`src/rtl/mips_ctrl_pkg.sv`:
```
// Shared encodings for the multicycle MIPS control unit: states, opcode/funct
// fields, ALU operations and datapath select values.
package mips_ctrl_pkg;

    localparam int unsigned STATE_W  = 4;
    localparam int unsigned OP_W     = 6;
    localparam int unsigned FUNCT_W  = 6;
    localparam int unsigned ALUCTL_W = 4;
    localparam int unsigned SEL_W    = 2;

    typedef logic [STATE_W-1:0] state_t;

    localparam logic [STATE_W-1:0] S_FETCH    = 4'd0;
    localparam logic [STATE_W-1:0] S_DECODE   = 4'd1;
    localparam logic [STATE_W-1:0] S_MEMADR   = 4'd2;
    localparam logic [STATE_W-1:0] S_MEM_RD   = 4'd3;
    localparam logic [STATE_W-1:0] S_MEM_WB   = 4'd4;
    localparam logic [STATE_W-1:0] S_MEM_WR   = 4'd5;
    localparam logic [STATE_W-1:0] S_RTYPE_EX = 4'd6;
    localparam logic [STATE_W-1:0] S_ALU_WB   = 4'd7;
    localparam logic [STATE_W-1:0] S_BRANCH   = 4'd8;
    localparam logic [STATE_W-1:0] S_ADDI_EX  = 4'd9;
    localparam logic [STATE_W-1:0] S_ADDI_WB  = 4'd10;
    localparam logic [STATE_W-1:0] S_JUMP     = 4'd11;

    localparam logic [OP_W-1:0] OP_RTYPE = 6'b000000;
    localparam logic [OP_W-1:0] OP_LW    = 6'b100011;
    localparam logic [OP_W-1:0] OP_SW    = 6'b101011;
    localparam logic [OP_W-1:0] OP_BEQ   = 6'b000100;
    localparam logic [OP_W-1:0] OP_BNE   = 6'b000101;
    localparam logic [OP_W-1:0] OP_ADDI  = 6'b001000;
    localparam logic [OP_W-1:0] OP_J     = 6'b000010;

    localparam logic [FUNCT_W-1:0] FN_ADD = 6'b100000;
    localparam logic [FUNCT_W-1:0] FN_SUB = 6'b100010;
    localparam logic [FUNCT_W-1:0] FN_AND = 6'b100100;
    localparam logic [FUNCT_W-1:0] FN_OR  = 6'b100101;
    localparam logic [FUNCT_W-1:0] FN_NOR = 6'b100111;
    localparam logic [FUNCT_W-1:0] FN_SLT = 6'b101010;

    localparam logic [ALUCTL_W-1:0] ALU_AND = 4'b0000;
    localparam logic [ALUCTL_W-1:0] ALU_OR  = 4'b0001;
    localparam logic [ALUCTL_W-1:0] ALU_ADD = 4'b0010;
    localparam logic [ALUCTL_W-1:0] ALU_SUB = 4'b0110;
    localparam logic [ALUCTL_W-1:0] ALU_SLT = 4'b0111;
    localparam logic [ALUCTL_W-1:0] ALU_NOR = 4'b1100;

    localparam logic [SEL_W-1:0] ALUB_RT     = 2'b00;
    localparam logic [SEL_W-1:0] ALUB_FOUR   = 2'b01;
    localparam logic [SEL_W-1:0] ALUB_IMM    = 2'b10;
    localparam logic [SEL_W-1:0] ALUB_IMM_SH = 2'b11;

    localparam logic [SEL_W-1:0] PC_ALU    = 2'b00;
    localparam logic [SEL_W-1:0] PC_ALUOUT = 2'b01;
    localparam logic [SEL_W-1:0] PC_JUMP   = 2'b10;

endpackage

```
`src/rtl/alu_decoder.sv`:
```
// Combinational R-type funct to ALU operation decode with a validity flag.
module alu_decoder
    import mips_ctrl_pkg::*;
(
    input  logic [FUNCT_W-1:0]  funct,
    output logic [ALUCTL_W-1:0] alu_control_c,
    output logic                funct_valid_c
);

    always_comb begin
        alu_control_c = ALU_ADD;
        funct_valid_c = 1'b1;
        case (funct)
            FN_ADD:  alu_control_c = ALU_ADD;
            FN_SUB:  alu_control_c = ALU_SUB;
            FN_AND:  alu_control_c = ALU_AND;
            FN_OR:   alu_control_c = ALU_OR;
            FN_NOR:  alu_control_c = ALU_NOR;
            FN_SLT:  alu_control_c = ALU_SLT;
            default: funct_valid_c = 1'b0;
        endcase
    end

endmodule

```
`src/rtl/multicycle_controller.sv`:
```
// Multicycle MIPS control FSM: sequences each instruction over 3-5 states,
// handshakes with variable-latency memory and counts retired instructions.
module multicycle_controller
    import mips_ctrl_pkg::*;
#(
    parameter int unsigned n = 32,
    parameter int unsigned r = 7
) (
    input  logic                clk,
    input  logic                reset,
    input  logic [OP_W-1:0]     opcode,
    input  logic [FUNCT_W-1:0]  funct,
    input  logic                zero,
    input  logic                memReady,
    output logic                dffEnable,
    output logic                irWrite,
    output logic                iorD,
    output logic                memRead,
    output logic                memWrite,
    output logic                memToReg,
    output logic                regDst,
    output logic                aluSrcA,
    output logic [SEL_W-1:0]    aluSrc,
    output logic [SEL_W-1:0]    pcSrc,
    output logic                jump,
    output logic                writeEnable,
    output logic [ALUCTL_W-1:0] aluControl,
    output logic                illegal,
    output logic [n-1:0]        retired,
    output logic [STATE_W-1:0]  state
);

    state_t        state_q;
    state_t        state_d;
    logic [n-1:0]  retired_q;
    logic          retire_c;
    logic          op_bne_q;
    logic          op_sw_q;
    logic [ALUCTL_W-1:0] dec_alu_c;
    logic          dec_valid_c;

    // r only mirrors the datapath parameter set
    logic unused_params;
    assign unused_params = (r == 0);

    alu_decoder u_alu_decoder (
        .funct         (funct),
        .alu_control_c (dec_alu_c),
        .funct_valid_c (dec_valid_c)
    );

    // State register and retired counter
    always_ff @(posedge clk or negedge reset) begin
        if (!reset) begin
            state_q   <= S_FETCH;
            retired_q <= '0;
        end else begin
            state_q <= state_d;
            if (retire_c) begin
                retired_q <= retired_q + n'(1);
            end
        end
    end

    // Opcode flavour captured in DECODE; the IR is not re-read after that
    always_ff @(posedge clk or negedge reset) begin
        if (!reset) begin
            op_bne_q <= 1'b0;
            op_sw_q  <= 1'b0;
        end else if (state_q == S_DECODE) begin
            op_bne_q <= (opcode == OP_BNE);
            op_sw_q  <= (opcode == OP_SW);
        end
    end

    // Next-state and output decode
    always_comb begin
        state_d     = state_q;
        retire_c    = 1'b0;
        dffEnable   = 1'b0;
        irWrite     = 1'b0;
        iorD        = 1'b0;
        memRead     = 1'b0;
        memWrite    = 1'b0;
        memToReg    = 1'b0;
        regDst      = 1'b0;
        aluSrcA     = 1'b0;
        aluSrc      = ALUB_RT;
        pcSrc       = PC_ALU;
        jump        = 1'b0;
        writeEnable = 1'b0;
        aluControl  = ALU_ADD;
        illegal     = 1'b0;

        case (state_q)
            S_FETCH: begin
                memRead = 1'b1;
                aluSrc  = ALUB_FOUR;
                if (memReady) begin
                    irWrite   = 1'b1;
                    dffEnable = 1'b1;
                    state_d   = S_DECODE;
                end
            end
            S_DECODE: begin
                aluSrc = ALUB_IMM_SH;
                case (opcode)
                    OP_RTYPE:      state_d = S_RTYPE_EX;
                    OP_LW, OP_SW:  state_d = S_MEMADR;
                    OP_BEQ, OP_BNE: state_d = S_BRANCH;
                    OP_ADDI:       state_d = S_ADDI_EX;
                    OP_J:          state_d = S_JUMP;
                    default: begin
                        illegal = 1'b1;
                        state_d = S_FETCH;
                    end
                endcase
            end
            S_RTYPE_EX: begin
                aluSrcA = 1'b1;
                if (dec_valid_c) begin
                    aluControl = dec_alu_c;
                end else begin
                    illegal = 1'b1;
                end
                state_d = S_ALU_WB;
            end
            S_ALU_WB: begin
                regDst      = 1'b1;
                writeEnable = 1'b1;
                retire_c    = 1'b1;
                state_d     = S_FETCH;
            end
            S_MEMADR: begin
                aluSrcA = 1'b1;
                aluSrc  = ALUB_IMM;
                state_d = op_sw_q ? S_MEM_WR : S_MEM_RD;
            end
            S_MEM_RD: begin
                iorD    = 1'b1;
                memRead = 1'b1;
                if (memReady) begin
                    state_d = S_MEM_WB;
                end
            end
            S_MEM_WB: begin
                memToReg    = 1'b1;
                writeEnable = 1'b1;
                retire_c    = 1'b1;
                state_d     = S_FETCH;
            end
            S_MEM_WR: begin
                iorD     = 1'b1;
                memWrite = 1'b1;
                if (memReady) begin
                    retire_c = 1'b1;
                    state_d  = S_FETCH;
                end
            end
            S_BRANCH: begin
                aluSrcA    = 1'b1;
                aluControl = ALU_SUB;
                pcSrc      = PC_ALUOUT;
                dffEnable  = op_bne_q ? ~zero : zero;
                retire_c   = 1'b1;
                state_d    = S_FETCH;
            end
            S_ADDI_EX: begin
                aluSrcA = 1'b1;
                aluSrc  = ALUB_IMM;
                state_d = S_ADDI_WB;
            end
            S_ADDI_WB: begin
                writeEnable = 1'b1;
                retire_c    = 1'b1;
                state_d     = S_FETCH;
            end
            S_JUMP: begin
                pcSrc     = PC_JUMP;
                jump      = 1'b1;
                dffEnable = 1'b1;
                retire_c  = 1'b1;
                state_d   = S_FETCH;
            end
            default: state_d = S_FETCH;
        endcase

        // Reset kills every strobe at once so no write completes mid-abort
        if (!reset) begin
            dffEnable   = 1'b0;
            irWrite     = 1'b0;
            memRead     = 1'b0;
            memWrite    = 1'b0;
            writeEnable = 1'b0;
            illegal     = 1'b0;
            retire_c    = 1'b0;
        end
    end

    assign retired = retired_q;
    assign state   = state_q;

endmodule

```
`config.mk`:
```
export PLATFORM = sky130hd
export DESIGN_NAME = multicycle_controller
export DESIGN_NICKNAME = d
export VERILOG_FILES = /design/src/rtl/mips_ctrl_pkg.sv /design/src/rtl/alu_decoder.sv /design/src/rtl/multicycle_controller.sv
export SDC_FILE = /design/constraint.sdc
export NUM_CORES = 1
export LEC_CHECK = 0
export BUFFER_PORTS_ARGS = -buffer_cell sky130_fd_sc_hd__buf_2
export CORE_UTILIZATION = 55
export DETAILED_ROUTE_END_ITERATION = 7
export HOLD_SLACK_MARGIN = 0.03
export PLACE_DENSITY = 0.83
export SYNTH_ARGS = -nofsm -noshare
export SYNTH_HDL_FRONTEND = slang
export SYNTH_SLANG_ARGS = --single-unit
```
`constraint.sdc`:
```
create_clock -name clk -period 3.95 [get_ports clk]
set_clock_uncertainty 0.15 [all_clocks]
set_input_delay 0.395 -clock clk [delete_from_list [all_inputs] [get_ports clk]]
set_output_delay 0.395 -clock clk [all_outputs]
set_load 0.05 [all_outputs]
```
==> impl_metrics.ini <==
[hold_path]
holdPathEnd = op_bne_q
hold_depth = 3
min_from = opcode[0]
hp-class = input port to flop

[place]
dp.cells = 358
place_ws_ns = 1.552
hpwl_um = 3980
gp_congestion = 0.8555
port_buffers = 70

[yosys]
synth-seq-cells = 38
postSynth.asyncResetShare_pct = 100.0
synth_top_area_share_pct = 41.97
yosysTopAreaCell = dfrtp_1
synth_nets = 267
syn_area_um2 = 2266
synth_edf_count = 0
synth_cell_types = 44
yosys_warnings = 0
ys.flop_type = dfrtp_1
synth_area_leaders = dfrtp_1 (42%), xnor2_1 (12%), nand3_1 (4.2%)
synth.yosys.seq_area_share_pct = 41.97
synthCells = 250
syn_avg_cell_area_um2 = 9.064

[drt]
drtPass1Iterations = 4
via_count = 2089
vias_per_cell = 5.723
wl_per_cell_um = 14.53
drc = 0
drtIter0Drc = 190
postRouteAntennaNets = 0
wirelength_um = 5304

[worst_setup_path]
cp_data_required_time_ns = 3.40
critPathCaptureType = output pin
crit_chain = dlygate4sd3_1, buf_2, buf_4, and4_1, or2_2, buf_2
r2r_setup_slack_ns = 1.62
cpPeakStageDelay_ns = 0.52
cp-start-kind = input port
crit_arrival_ns = 2.34
timing.critical_path.fanout_max = 23
path_class = input port to output pin
crit_top_cell = buf_2
cp_slowest_cell = dlygate4sd3_1
r2r-start = state[1]
reg2regPathDepth = 5
r2r_end = retired[24]

[layout]
layout_common_cells = buf_2 (70), dfrtp_1 (38), xnor2_1 (31)
fillers = 299
final_common_cell = buf_2
drive_gt1_share_pct = 28.39
area_growth_syn_to_layout_pct = 20.21
diodes = 0
final_nets = 335
final_cells = 365

[grt]
grt_max_degree = 24
antenna_found_initial = 0
gr-total-overflow = 0
grt_pass1_vias = 1936
grt_usage_pct = 26.98
grt_pass1_wl_um = 9087

[floorplanning]
io-pin-count = 71
start_util_pct = 59.65
dieHeight_um = 66.19
core_region_area_um2 = 3799
die_w_um = 66.19
dieArea_um2 = 4380
fp-row-count = 22

[timing]
slew_headroom_pct = 51.81
hold_viol_final = 0
min_period_over_period_pct = 73.11
period_needed_ns = 2.888
fmax_mhz = 346.3
whs_ns = 0.2539
worstMarginPinSlew_ns = 0.7190
fin_ws_ns = 1.062
slew_violations = 0
finalSetupViolations = 0
grt_setup_unrepaired = no
fin_tns_setup_ns = 0

[clock_tree]
clk_path_buf_depth = 2
cts_max_level = 2
post_cts.repair.setup_buffers = 0
clock_sinks = 38
clkTransAtPathRegs_ns = 0.06
clk-insertion-delay-late_ns = 0.29
cts_root_buf = clkbuf_8
cts_tree = built
post_cts_resized = 0
cts_buffers = 5

[power_and_ir_drop]
p_leak_nw = 1.317
p_per_area_nw_per_um2 = 452.4
ir_worst_vdd_v = 0.0002674

[status]
run_status = finished clean

[job]
drv_cap = 0
## worst max path at each step
stage,depth (start not counted),from,to,slack (ns)
after floorplan,4,state[3],aluControl[2],0.77
after global placement,5,reset,dffEnable,1.60
after detailed placement,5,state[1],illegal,1.55
after CTS,6,reset,dffEnable,1.03
after global routing,6,reset,dffEnable,0.87
final,6,reset,dffEnable,1.06
## through the flow
| stage | util [%] | instance area [um2] | total power [mW] |
|---|---|---|---|
| 3_3_place_gp | 69.27 | 2631 | 0.9721 |
| 2_1_floorplan | - | 2266 | 0.8652 |
| 3_5_place_dp | 69.27 | 2631 | 0.9802 |
| 5_1_grt | 71.71 | 2724 | 1.299 |
| 6_report | 71.71 | 2724 | 1.232 |
| 4_1_cts | 71.71 | 2724 | 1.239 |
## kinds of logic (layout without fill, tap and decap cells)
| logic type | Yosys count | in the layout | synth area share, % |
|---|---|---|---|
| buffers and inverters | 15 | 82 | 2.981 |
| adders and majority gates | 1 | 1 | 0.5521 |
| and+or+nand+nor | 129 | 129 | 31.36 |
| DFF | 38 | 38 | 41.97 |
| muxes | 2 | 2 | 0.9939 |
| AOI/OAI and AO/OA | 31 | 31 | 9.001 |
| xor gates and xnor gates | 34 | 34 | 13.14 |
## where the power goes
part | total, mW | internal [mW] | switching [mW]
registers | 0.482 | 0.416 | 0.0655
logic | 0.492 | 0.136 | 0.356
clock network | 0.259 | 0.134 | 0.125
## per-layer routing
layer | vias to the layer above | GRT usage [%] | routed length (um)
met5 | - | 0 | 0
met4 | 0 | 6.649 | 51
met3 | 6 | 5.690 | 245
met2 | 70 | 43.75 | 2630
met1 | 991 | 36.57 | 2376
li1 | 1022 | - | -
## Yosys cell counts (2+ instances only)
library cell,n
and3_1,11
and2_1,3
or2_2,2
nor2b_1,2
o21ai_0,9
o21a_1,2
and2b_1,3
inv_1,4
a21oi_1,7
mux2_2,2
buf_4,2
nand2_1,23
buf_2,3
clkbuf_1,5
nand3_1,19
nor2_1,20
xnor2_1,31
nor3_1,12
and4_1,4
xor2_1,3
a31oi_1,2
o32ai_1,2
nor3_2,2
nand4_1,15
nand2b_1,6
dfrtp_1,38
## critical path, delay by kind of cell
family | cells | cell delay (ns)
AND/OR/NAND/NOR | 2 | 0.35
buffers and inverters | 4 | 1.59
## what timing repair did
action / CTS / global route
hold endpoints to repair: 18 / 0
hold buffers: 1 / 0
endpoints found under the setup margin: 0 / 0
## cell type report
type	instances	area, um2	area share [%]
flip-flops and latches	38	950.9	34.91
clock buffers	6	82.58	3.032
repair buffers	72	367.9	13.50
well taps	48	60.06	2.205
inverters	4	15.01	0.5512
multi-input cells	197	1247	45.80
## flip-flops by register name (all words and copies together), names as in the netlist
| register | count |
|---|---|
| op_sw_q | 1 |
| state | 4 |
| op_bne_q | 1 |
| retired | 32 |
Power figures use the tool's default switching activity.
